[config.mk]
export PLATFORM = sky130hd
export DESIGN_NAME = spr_dma_arb
export DESIGN_NICKNAME = d
export VERILOG_FILES = /design/src/rtl/ppu_bus_pkg.sv /design/src/rtl/spr_dma_arb.sv
export SDC_FILE = /design/constraint.sdc
export NUM_CORES = 1
export LEC_CHECK = 0
export ABC_AREA = 1
export BUFFER_PORTS_ARGS = -buffer_cell sky130_fd_sc_hd__buf_2
export CORE_MARGIN = 5
export CORE_UTILIZATION = 37
export DETAILED_ROUTE_END_ITERATION = 10
export GPL_TIMING_DRIVEN = 1
export HOLD_SLACK_MARGIN = 0.08
export PLACE_DENSITY = 0.82
export SKIP_LAST_GASP = 1
export SLEW_MARGIN = 20
export SYNTH_ARGS = -nofsm -noshare
export SYNTH_HDL_FRONTEND = slang
export SYNTH_SLANG_ARGS = --single-unit
[constraint.sdc]
create_clock -name i_clk -period 1.6 [get_ports i_clk]
set_clock_uncertainty 0.2 [all_clocks]
set_input_delay 0.08 -clock i_clk [delete_from_list [all_inputs] [get_ports i_clk]]
set_output_delay 0.08 -clock i_clk [all_outputs]
set_load 0.02 [all_outputs]
[src/rtl/ppu_bus_pkg.sv]
// Shared definitions for the PPU/CPU bus fabric.
// Holds the sprite-DMA arbiter state encoding and the fixed bus addresses
// used by the arbiter and its bench.
package ppu_bus_pkg;

  typedef enum logic [2:0] {
    ARB_CPU_OWN = 3'd0,
    ARB_HALT    = 3'd1,
    ARB_ALIGN   = 3'd2,
    ARB_DMA_ACC = 3'd3
  } arb_state_e;

  // CPU-visible register that kicks off a sprite DMA.
  localparam logic [15:0] SPR_DMA_REG   = 16'h4014;
  // Address driven while nobody owns the bus.
  localparam logic [15:0] BUS_IDLE_ADDR = 16'h0000;

endpackage

[src/rtl/spr_dma_arb.sv]
// Sprite-DMA bus arbiter.
// Multiplexes the CPU and the sprite-DMA master onto the single CPU-side bus.
// On a DMA request the CPU is halted via o_cpu_rdy, an optional idle cycle
// aligns the first access to an even bus cycle, and the DMA then receives one
// bus access of RD_LAT+1 cycles per o_dma_gnt pulse.
//
// Ports:
//   i_clk, i_rst                       clock, async active-high reset
//   i_cpu_addr/wn/wdata, o_cpu_rdata   CPU request port
//   o_cpu_rdy                          0 freezes the CPU core
//   i_dma_req, o_dma_gnt               DMA request level / access-done pulse
//   i_dma_addr/wn/wdata, o_dma_rdata   DMA request port
//   o_bus_addr/wn/wdata, i_bus_rdata   shared memory bus
module spr_dma_arb
  import ppu_bus_pkg::*;
#(
  parameter int unsigned RD_LAT   = 0,
  parameter bit          ALIGN_EN = 1'b1
) (
  input  logic        i_clk,
  input  logic        i_rst,
  input  logic [15:0] i_cpu_addr,
  input  logic        i_cpu_wn,
  input  logic [7:0]  i_cpu_wdata,
  output logic [7:0]  o_cpu_rdata,
  output logic        o_cpu_rdy,
  input  logic        i_dma_req,
  output logic        o_dma_gnt,
  input  logic [15:0] i_dma_addr,
  input  logic        i_dma_wn,
  input  logic [7:0]  i_dma_wdata,
  output logic [7:0]  o_dma_rdata,
  output logic [15:0] o_bus_addr,
  output logic        o_bus_wn,
  output logic [7:0]  o_bus_wdata,
  input  logic [7:0]  i_bus_rdata
);

  if (RD_LAT > 3) begin : g_bad_rd_lat
    $error("spr_dma_arb: RD_LAT must be in 0..3 (2-bit phase counter)");
  end

  localparam logic [1:0] LAST_PHASE = 2'(RD_LAT);

  arb_state_e state_q, state_d;
  logic [1:0] phase_q, phase_d;
  logic       parity_q;

  always_ff @(posedge i_clk or posedge i_rst) begin
    if (i_rst) begin
      state_q  <= ARB_CPU_OWN;
      phase_q  <= 2'd0;
      parity_q <= 1'b0;
    end else begin
      state_q  <= state_d;
      phase_q  <= phase_d;
      parity_q <= ~parity_q;
    end
  end

  // Read data needs no steering: only the current bus owner samples it.
  assign o_cpu_rdata = i_bus_rdata;
  assign o_dma_rdata = i_bus_rdata;

  always_comb begin
    state_d     = state_q;
    phase_d     = phase_q;
    o_cpu_rdy   = 1'b0;
    o_dma_gnt   = 1'b0;
    o_bus_addr  = BUS_IDLE_ADDR;
    o_bus_wn    = 1'b1;
    o_bus_wdata = 8'h00;

    case (state_q)
      ARB_CPU_OWN: begin
        // The CPU keeps the bus in the cycle the request is sampled, so a
        // write to SPR_DMA_REG always completes.
        o_cpu_rdy   = 1'b1;
        o_bus_addr  = i_cpu_addr;
        o_bus_wn    = i_cpu_wn;
        o_bus_wdata = i_cpu_wdata;
        phase_d     = 2'd0;
        if (i_dma_req) state_d = ARB_HALT;
      end

      ARB_HALT: begin
        phase_d = 2'd0;
        if (!i_dma_req) begin
          state_d = ARB_CPU_OWN;
        end else if (ALIGN_EN && parity_q) begin
          state_d = ARB_ALIGN;
        end else begin
          state_d = ARB_DMA_ACC;
        end
      end

      ARB_ALIGN: begin
        phase_d = 2'd0;
        state_d = i_dma_req ? ARB_DMA_ACC : ARB_CPU_OWN;
      end

      ARB_DMA_ACC: begin
        if (!i_dma_req) begin
          state_d = ARB_CPU_OWN;
          phase_d = 2'd0;
          if (phase_q == 2'd0) begin
            // No access in flight (request dropped after the last gnt):
            // hand the bus back to the CPU in this very cycle.
            o_cpu_rdy   = 1'b1;
            o_bus_addr  = i_cpu_addr;
            o_bus_wn    = i_cpu_wn;
            o_bus_wdata = i_cpu_wdata;
          end else begin
            // Aborted access: keep the DMA address stable until the end.
            o_bus_addr  = i_dma_addr;
            o_bus_wn    = i_dma_wn;
            o_bus_wdata = i_dma_wdata;
          end
        end else begin
          o_bus_addr  = i_dma_addr;
          o_bus_wn    = i_dma_wn;
          o_bus_wdata = i_dma_wdata;
          if (phase_q == LAST_PHASE) begin
            o_dma_gnt = 1'b1;
            phase_d   = 2'd0;
          end else begin
            phase_d = phase_q + 2'd1;
          end
        end
      end

      default: begin
        state_d = ARB_CPU_OWN;
        phase_d = 2'd0;
      end
    endcase
  end

endmodule
==> impl_results.md <==
- Die height: 63.9 µm
- Final Cell Area: 0.00190 mm²
- Leakage power: 0.888 nW
- Kind of critical path: reg2out
- Commonest non-fill, non-tap cell in the layout: buf_2
- WP data arrival: roughly 1.6 ns
- Seq/Total Area, Yosys: 11.6%
- Antenna violations before repair: 0
- Post-Place Cells: 246
- Max Clock Freq: 537 MHz
- Final std cells w/o fill: 268
- First-pass GRT wire length: 5490 µm
- Filler cells: 228
- Total negative slack: -6.15 ns
- Power Total: 3.21 mW
- Failing checks: setup timing
- CTS tree: yes
- DIE AREA: 0.00408 mm²
- Clk sinks: 5
- Final period util: 116%
- Post-Syn Area: around 0.0011 mm²
- Cell taking the most area after synthesis: a21oi_2
- Worst skew pair latency: 0.24 ns
- Core Box Area: 0.00278 mm²
- Worst Max-Slew Pin Slew: 0.433 ns
- Final Critical Period: 1.86 ns
- Dpl cell area: ~0.0014 mm²
- RSZ-0062 raised after global routing: yes
- Root Buffer: clkbuf_4
- Ranking of synthesized cells by area: a21oi_2 (16%), nand3_1 (14%), buf_4 (12%)
- Antenna viol nets, final: 0
- CTS Buf Count: 3
- Max-slew violation count: 0
- Count of final hold-check violations: 0
- FFs w/ async S/R, synth: 100%
- Hold Path Class: reg2reg
- Starting density of the core: 38.6%
- Dpl ws: -0.0885 ns
- Kind of end point of the critical path: output pin
- Clock transition at path regs: 0.04 ns
- Row cnt: 19
- Maximum vdd drop: 0.00159 V
- Vias in the first global route: 1,286
- Largest net degree at the start of global routing: 26
- Final setup fails: 27
- CP Max Fanout: 5
- Register Area: approximately 130 µm²
- CP required: roughly 1.3 ns
- Startpoint Class: register
- Multi-input gate area: 817 µm²
- Avg Cell Area, Syn: 7.26 µm²
- 1st-iter DRT viols: 51
- IO Port Bufs: 79
- Distinct cells, synth: 20
- IO Pins: 104
- Total number of vias: approximately 1.3k
- Instance count of the mapped netlist: ~150
- Synth Flop Type: dfrtp_1
- Layout cells sized above 1: 70.5%
- Pwr/cell area: 1690 mW/mm²
- Ant diodes: 0
- Top cell type's share of synthesized area: 16.3%
- EDFF count, synth: 0
- Worst slew margin: a little under three quarters
- Nets: about 300
- Most frequent cells in the layout: buf_2 (53), buf_4 (32), nand3_1 (29)
- Number of remaining DRC errors: 0
- WL final: roughly 3800 µm
- Synth warn: 0
- Max Cap Viol: 0
- Clk buf depth: 2
- Routability cong.: 0.738
- GRT overflow: 0
- Area Growth Syn to Fin: 76.4%
- Detailed placement HPWL: 2610 µm
- Seq cells post-synth: 5
- Setup ws final: -0.261 ns
- R2R setup slack: 0.05 ns
- CTS H-tree lvls: 1
- Syn_nets: 217
- Routed len/inst: about 14 µm
- Total track usage: approximately 16%
- Outcome: finished, violations left
- Routed vias/inst: 4.99
- Router iterations before antenna repair: 4
- Die W: 63.9 µm
==> layout make-up <==
type / instances / area share, %
well taps: 31 / 2.05
inverters: 13 / 2.57
clock buffers: 4 / 1.39
multi-input cells: 104 / 43.1
flip-flops and latches: 5 / 6.67
repair buffers: 111 / 44.2
==> worst paths after layout <==
| kind | startpoint | depth (start not counted) | end |
|---|---|---|---|
| worst max register to register | state_q[0] | 8 | state_q[0] |
| worst min register to register | parity_q | 1 | parity_q |
| min in group asynchronous | i_rst | 4 | phase_q[1] |
| max in group asynchronous | i_rst | 4 | state_q[1] |
| worst min-delay path | parity_q | 1 | parity_q |
| worst max-delay path | phase_q[1] | 8 | o_bus_wdata[2] |
==> metrics by stage <==
step,util [%],hold WS (ns)
finish,68.2,0.214
global route,68.2,0.244
CTS,62.5,0.209
detailed placement,51.8,-0.214
global placement,51.8,-0.220
floorplan,-,-0.341
==> critical path, cell delays in order, from the launching register on <==
cell and delay, ns:
dfrtp_1 0.38, inv_2 0.09, ha_4 0.17, nand3_4 0.10, nand2_8 0.13, buf_12 0.13, nand2_2 0.06, a21oi_2 0.12
buf_4 0.16
==> timing repair <==
action,4_1_cts,5_1_grt
gates cloned,0,2
endpoints found under the setup margin,29,29
pin swaps,1,11
gates resized for setup,41,27
hold buffers,11,0
buffers inserted,5,2
endpoints found under the hold margin,25,0
==> kinds of logic (layout without fill, tap and decap cells) <==
logic type	count (synthesis)	in the layout	synth area share [%]
buf+inv	39	128	24.6
simple gates	67	67	33.8
compound gates	29	29	20.7
fa+ha+maj	8	8	9.31
flops	5	5	11.6
==> cells in the mapped netlist (2+ instances only) <==
cell type	instances
nand2_4	2
a21oi_2	20
buf_6	2
ha_1	8
buf_12	2
inv_1	12
a21oi_1	7
nor2_1	3
nand2_2	20
buf_2	4
nand2_1	10
buf_4	17
dfrtp_1	5
nand3_1	30
==> state kept, by name (all words and copies together) (netlist names) <==
register and cells:
phase_q 2, state_q 2, parity_q 1
==> report_power, final <==
part | internal, mW | switching [mW] | total, mW
Clock | 0.0943 | 0.0522 | 0.146
Sequential | 0.151 | 0.0309 | 0.181
Combinational | 1.34 | 1.54 | 2.88
==> per-layer routing <==
layer	global-route usage, %	share of wire (%)	up-vias	wire length (µm)
met5	0	0	-	0
met2	29.9	53	69	2040
met3	2.98	9.7	11	370
li1	-	-	651	-
met1	17.2	35	606	1320
met4	7.53	2.3	0	89
Power figures use the tool's default switching activity.
